File: src/rtl/bin2bcd_seg_feed.sv
// bin2bcd_seg_feed: converts an unsigned binary count into six packed BCD
// digits with a sequential shift-add-3 engine. It holds the result stable for
// a multiplexed seven-segment driver and qualifies it with en.
//
// Handshake: start is a single-cycle request. It is accepted only in IDLE;
// while busy=1 it is ignored and bin_in is not resampled. done pulses for
// exactly one cycle, in the same cycle that data/ovf take their new values.
//
// Optional feature: define AUTO_REFRESH_EN to add a free-running counter
// that issues an internal start every REFRESH_CYCLES clocks.
module bin2bcd_seg_feed #(
   parameter int BIN_W          = 20,
   parameter int REFRESH_CYCLES = 50_000_000
) (
   input  logic             clk,
   input  logic             rst_n,
   input  logic [BIN_W-1:0] bin_in,
   input  logic             start,
   input  logic             disp_on,
   output logic             busy,
   output logic             done,
   output logic             ovf,
   output logic [23:0]      data,
   output logic             en
);

   // Elaboration-time guards on the parameter ranges.
   if (BIN_W < 1 || BIN_W > 20) begin : g_bad_bin_w
      $error("bin2bcd_seg_feed: BIN_W must be in 1..20");
   end
   if (REFRESH_CYCLES < 1) begin : g_bad_refresh
      $error("bin2bcd_seg_feed: REFRESH_CYCLES must be >= 1");
   end

   typedef enum logic [1:0] {
      IDLE  = 2'd0,
      SHIFT = 2'd1,
      LOAD  = 2'd2
   } state_e;

   localparam logic [4:0] LAST_IT = 5'(BIN_W - 1);

   state_e           state_q, state_d;
   logic [BIN_W-1:0] sh_q, sh_d;
   logic [23:0]      scr_q, scr_d;
   logic [23:0]      scr_adj;
   logic [4:0]       cnt_q, cnt_d;
   logic             over_q, over_d;
   logic             busy_q, busy_d;
   logic             done_q, done_d;
   logic             ovf_q, ovf_d;
   logic [23:0]      data_q, data_d;
   logic             valid_q, valid_d;
   logic             en_q, en_d;
   logic [19:0]      bin_ext;
   logic             in_over;
   logic             start_any;

`ifdef AUTO_REFRESH_EN
   localparam int RW = (REFRESH_CYCLES > 1) ? $clog2(REFRESH_CYCLES) : 1;
   localparam logic [RW-1:0] REF_LAST = RW'(REFRESH_CYCLES - 1);

   logic [RW-1:0] ref_q, ref_d;
   logic          auto_start;

   // Free-running refresh counter 0..REFRESH_CYCLES-1; the wrap requests a conversion.
   always_comb begin
      auto_start = (ref_q == REF_LAST);
      ref_d      = auto_start ? '0 : ref_q + RW'(1);
   end

   // Refresh counter register.
   always_ff @(posedge clk or negedge rst_n) begin
      if (!rst_n) ref_q <= '0;
      else        ref_q <= ref_d;
   end

   assign start_any = start | auto_start;
`else
   assign start_any = start;
`endif

   // Saturation only matters at full width: 19 bits cannot exceed 999999.
   always_comb begin
      bin_ext              = '0;
      bin_ext[BIN_W-1:0]   = bin_in;
      in_over              = (BIN_W == 20) && (bin_ext > 20'd999_999);
   end

   // Add 3 to every scratch nibble that is 5 or more, ahead of the shift.
   always_comb begin
      scr_adj = scr_q;
      for (int i = 0; i < 6; i++) begin
         if (scr_q[4*i +: 4] >= 4'd5) scr_adj[4*i +: 4] = scr_q[4*i +: 4] + 4'd3;
      end
   end

   // FSM next-state and datapath updates; done is a pulse so it defaults low.
   always_comb begin
      state_d = state_q;
      sh_d    = sh_q;
      scr_d   = scr_q;
      cnt_d   = cnt_q;
      over_d  = over_q;
      busy_d  = busy_q;
      done_d  = 1'b0;
      ovf_d   = ovf_q;
      data_d  = data_q;
      valid_d = valid_q;
      en_d    = disp_on & valid_q;
      case (state_q)
         IDLE: begin
            if (start_any) begin
               state_d = SHIFT;
               sh_d    = bin_in;
               scr_d   = '0;
               cnt_d   = '0;
               over_d  = in_over;
               busy_d  = 1'b1;
            end
         end
         SHIFT: begin
            {scr_d, sh_d} = {scr_adj, sh_q} << 1;
            cnt_d         = cnt_q + 5'd1;
            if (cnt_q == LAST_IT) state_d = LOAD;
         end
         LOAD: begin
            if (over_q) begin
               data_d = 24'h999999;
               ovf_d  = 1'b1;
            end else begin
               data_d = scr_q;
               ovf_d  = 1'b0;
            end
            done_d  = 1'b1;
            busy_d  = 1'b0;
            valid_d = 1'b1;
            state_d = IDLE;
         end
         default: begin
            state_d = IDLE;
            busy_d  = 1'b0;
         end
      endcase
   end

   // State and output registers; reset aborts any conversion without a done pulse.
   always_ff @(posedge clk or negedge rst_n) begin
      if (!rst_n) begin
         state_q <= IDLE;
         sh_q    <= '0;
         scr_q   <= '0;
         cnt_q   <= '0;
         over_q  <= 1'b0;
         busy_q  <= 1'b0;
         done_q  <= 1'b0;
         ovf_q   <= 1'b0;
         data_q  <= '0;
         valid_q <= 1'b0;
         en_q    <= 1'b0;
      end else begin
         state_q <= state_d;
         sh_q    <= sh_d;
         scr_q   <= scr_d;
         cnt_q   <= cnt_d;
         over_q  <= over_d;
         busy_q  <= busy_d;
         done_q  <= done_d;
         ovf_q   <= ovf_d;
         data_q  <= data_d;
         valid_q <= valid_d;
         en_q    <= en_d;
      end
   end

   assign busy = busy_q;
   assign done = done_q;
   assign ovf  = ovf_q;
   assign data = data_q;
   assign en   = en_q;

endmodule

File: config.mk
export PLATFORM = sky130hd
export DESIGN_NAME = bin2bcd_seg_feed
export DESIGN_NICKNAME = d
export VERILOG_FILES = /design/src/rtl/bin2bcd_seg_feed.sv
export SDC_FILE = /design/constraint.sdc
export NUM_CORES = 1
export LEC_CHECK = 0
export BUFFER_PORTS_ARGS = -buffer_cell sky130_fd_sc_hd__buf_2
export CORE_ASPECT_RATIO = 1.5
export CORE_MARGIN = 2
export CORE_UTILIZATION = 30
export CTS_BUF_LIST = sky130_fd_sc_hd__clkbuf_8
export CTS_CLUSTER_SIZE = 10
export DETAILED_ROUTE_END_ITERATION = 6
export HOLD_SLACK_MARGIN = 0.05
export PLACE_DENSITY_LB_ADDON = 0.05
export RECOVER_POWER = 50
export SETUP_SLACK_MARGIN = 0.3
export SLEW_MARGIN = 20
export SYNTH_ARGS = -nofsm -noshare
export SYNTH_HDL_FRONTEND = slang
export SYNTH_SLANG_ARGS = --single-unit
export TNS_END_PERCENT = 100
File: constraint.sdc
create_clock -name clk -period 2.6 [get_ports clk]
set_clock_uncertainty 0.1 [all_clocks]
set_input_delay 0.13 -clock clk [delete_from_list [all_inputs] [get_ports clk]]
set_output_delay 0.13 -clock clk [all_outputs]
set_load 0.01 [all_outputs]
Yosys cells after proc, flatten, opt, wreduce, memory -nomap -nowiden
Index checks and enable logic that the tools add are counted.
- add/sub/neg operators: 7
- magnitude comparators: 7
- equal/unequal tests: 5
- multiplexer cells: 20
- bitwise gates (word level): 2
- reduce and logical (&&, ||, !) cells: 6
- operators by type and width (cell ; count):
    $mux W24 ; 2
    $pmux W24 S2 ; 1
    $pmux W20 S2 ; 1
    $ge A4 B3 Y1 const B ; 6
    $add A4 B2 Y4 const B ; 5
    $gt A20 B20 Y1 const B ; 1
    $mux W20 ; 1
    $mux W4 ; 5
    $pmux W5 S2 ; 1
    $reduce_and A2 Y1 ; 4
    $add A5 B1 Y5 const B ; 1
    $eq A5 B5 Y1 const B ; 1
    $mux W5 ; 1
    $mux W2 ; 2
    $ne A2 B2 Y1 const B ; 2
    $pmux W2 S2 ; 1
    $add A3 B2 Y3 const B ; 1
    $mux W1 ; 3
    $mux W3 ; 1
    $eq A2 B1 Y1 const B ; 1
    $eq A2 B2 Y1 const B ; 1
    $logic_not A2 Y1 ; 1
    $pmux W1 S2 ; 1
    $reduce_bool A2 Y1 ; 1
    2 further kinds ; 2
- bits in registers: 81
- input port bits: 24
- output and inout bits: 28
- logic and storage cells: 58

Logic depth before layout (Yosys ltp)
- depth after elaboration: 3
- depth in mapped cells: 6
- depth with buffers taken out: 5

Worst setup path before layout
Ideal clock, no wire load.
- path type: register -> register
- start point: register state_q[1]
- end point: register over_q
- setup time: 104 ps
- arrival time: 1252 ps
- data required time: 2396 ps
- path slack: 1145 ps
- cell stages (with the launch flop): 5
- path buffers: 2
- period minus slack after synthesis: 1455 ps
- path through: dfrtp_1 > buf_6 > or3b_1 > buf_2 > o41ai_2
- longest elaborated chain between the ends: 2
- RTL lines (what ; line ; source):
    start: declaration ; 43 ; state_e state_q, state_d;
    start signal: assignment ; 162 ; state_q <= state_d;
    $logic_not A2 Y1 ; 111 ; case (state_q)
    $reduce_and A2 Y1 (no line) ; n/a ;
    end signal: assignment ; 166 ; over_q <= over_d;
    end: declaration ; 48 ; logic over_q, over_d;
No other way between the ends.
A chain may end at the register's enable or synchronous reset.

Worst setup path after layout
- start point: register state_q[1]
- end point: register scr_q[11]
- longest elaborated chain between the ends: 3
- elaborated cells between the ends (all ways): 6
- classes of those cells: eq/ne (2); mux (1); reduce/logical (3)
- RTL lines (what ; line ; source):
    $eq A2 B1 Y1 / $logic_not A2 Y1 (equally long branches) ; 111 ;
    $reduce_bool A2 Y1 (no line) / $ne A2 B2 Y1 (equally long branches) ; n/a ;
    $reduce_and A2 Y1 (no line) ; n/a ;
    end signal: assignment ; 164 ; scr_q <= scr_d;
    end: declaration ; 45 ; logic [23:0] scr_q, scr_d;
Parallel ways exist; a longest one is shown, timed or not.

==> metrics.cfg <==
[synth]
synth_cells=398
async_reset_ff_frac=1.00
yosysTopAreaCell=dfrtp_1
yosys-top-cells-count=81 x dfrtp_1, 42 x nand2_1, 41 x o21ai_0
synth.area.top_cells=dfrtp_1 51%, o21ai_0 5.2%, nor2b_1 4.4%
seq_area_frac_synth=0.512
synth.cell_area_sq_um=3960
synth.distinct_cells=37
synth_seq_cells=81
yosysMostFrequentCell=dfrtp_1
netlist.area_leader.share=0.512
synth.avg_cell_area_sq_um=9.96
synth-edff-count=0
yosysWarnings=0
synthFlopType=dfrtp_1
syn-num-nets=435

[power_and_ir_drop]
p_leak_nw=2.09
vdd_drop_max_uv=531
power_density_nw_per_um2=1070
total_power_w=0.00512

[sta]
hold_viol=0
fmax_ghz=0.558
slew-limit-headroom=0.124
setup_violations=0
fin_crit_ps=1790
worst_pin_slew_ps=1310
timing.final.crit_share=0.690
final.setup.tns_ps=0
slew_viol_final=0
rsz0062_at_grt=no

[floorplanning]
die_x_microns=97.8
die_area_sq_um=14200
rows=51
ios=52
core_sq_um=13000
initial_core_util=0.306
die_height_microns=145

[drt]
vias=3174
final_antenna_net_count=0
finalWirelength_microns=9550
first_pass_iters=4
drt-vias-per-instance=5.05
drt_iter0_drc=77
wl_per_cell_microns=15.2
remaining_drc_errors=0

[worst_hold_path]
min_path_type=in2reg

[grt]
grt_max_degree=51
grt_pass1_vias=3197
grt_pass1_wl_microns=16100
antenna_found_initial=0
grt_overflow=0
grtUsageTotal=0.140

[cells_and_area]
drive_gt1_frac=0.113
diodes=0
fillers=1327
fin_nets=503
syn_to_final_growth_pct=20.2

[placement]
gp_congestion=0.781
portBuffers=51
hpwl_microns=6340

[critical_path]
cp_data_arrival_time_ps=1940
start_kind=flip-flop
slowest_delay_ps=630
path_max_fanout=19
cp_slowest_cell=o21ba_2
crit_path_end_kind=flip-flop
required_ps=2740
cp_cell_sequence=o21ba_2 > o31ai_1 > a32o_1
worstSetupPathType=reg2reg

[clock_tree]
cts_made_buffers=9
clkSinkCount=81
path_clk_slew_ps=80
cts_buffer_depth=2
cts_setup_buffers=0
cts_tree=built
cts_max_level=3
clockRootBuffer=clkbuf_8
clk_latency_ps=360

[flow_run]
cap_violations=0

[status]
outcome=complete, no violations

logic make-up after synthesis:
| kind of cell | Yosys count | synth area share |
|---|---|---|
| flops | 81 | 0.512 |
| compound gates | 144 | 0.252 |
| buf+inv | 55 | 0.0568 |
| xor+xnor | 5 | 0.0111 |
| fa+ha+maj | 13 | 0.0410 |
| simple gates | 97 | 0.119 |
| mux | 3 | 0.00789 |
worst max-delay path, delay by kind of cell (launching register included):
family / cells / cell delay, ps
compound gates: 3 / 1000
flops: 1 / 580
where the power goes:
part	total [W]	leakage, nW	internal (W)	switching (W)
logic	0.00208	0.916	0.000891	0.00119
registers	0.00216	1.07	0.00173	0.000428
clock network	0.000886	0.101	0.000427	0.000459
per-layer routing:
metal  vias up  part of all wire  wire length (microns)  track usage
met2        63              0.47                   4440        0.227
met5         -                 0                      0            0
met4         0             0.017                    159       0.0658
met3         9             0.035                    331       0.0216
met1      1532              0.48                   4620        0.185
li1       1570                 -                      -            -
stage by stage:
step | hold WS (ps) | std cells | instance area (sq um) | setup slack [ps] | util
floorplan | -266 | 398 | 3960 | 1140 | -
CTS | 144 | 629 | 4800 | 784 | 0.371
global placement | 119 | 591 | 4400 | 777 | 0.339
global route | 200 | 629 | 4760 | 649 | 0.368
finish | 154 | 629 | 4760 | 807 | 0.368
detailed placement | 123 | 591 | 4400 | 813 | 0.339
placed cells by master (no fill, tap or decap), drive strengths merged, types with 2 or more instances in the layout:
cell and instances:
a21oi 19, a22oi 19, a32o 6, buf 33
clkbuf 38, clkinv 3, dfrtp 81, dlygate4sd3 23
ha 13, inv 29, mux2i 2, nand2 42
nand2b 3, nand4 3, nor2 15, nor2b 28
o2111ai 12, o21a 6, o21ai 41, o221ai 6
o311ai 6, o31ai 18, o32ai 5, xnor2 5
timing repair:
item | in CTS | in global routing
gates resized for setup | 0 | 0
setup endpoints to repair | 0 | 0
hold buffers | 23 | 0
endpoints found under the hold margin | 71 | 0
state kept, by name (all words and copies together), names as in the netlist:
register,cells
sh_q,20
en,1
done,1
ovf,1
over_q,1
data,24
state_q,2
scr_q,24
valid_q,1
cnt_q,5
busy,1
layout make-up:
class | instances | area (sq um) | area share
sequential | 81 | 2030 | 0.425
multi-input combinational | 262 | 1720 | 0.360
timing repair buffer | 85 | 546 | 0.114
tap | 159 | 199 | 0.0418
clock buffer | 9 | 124 | 0.0260
inverter | 27 | 101 | 0.0213
clock inverter | 6 | 52.6 | 0.0110
worst paths after layout:
kind                            start        end  slack (ps)  cells past startpoint
max                        state_q[1]  scr_q[11]         810                      3
min                             start    sh_q[1]         150                      4
max reg2reg                state_q[1]  scr_q[11]         810                      3
min reg2reg                   valid_q    valid_q         370                      1
max in group asynchronous       rst_n   cnt_q[4]        1100                      3
min in group asynchronous       rst_n   data[21]         490                      2
Power figures use the tool's default switching activity.
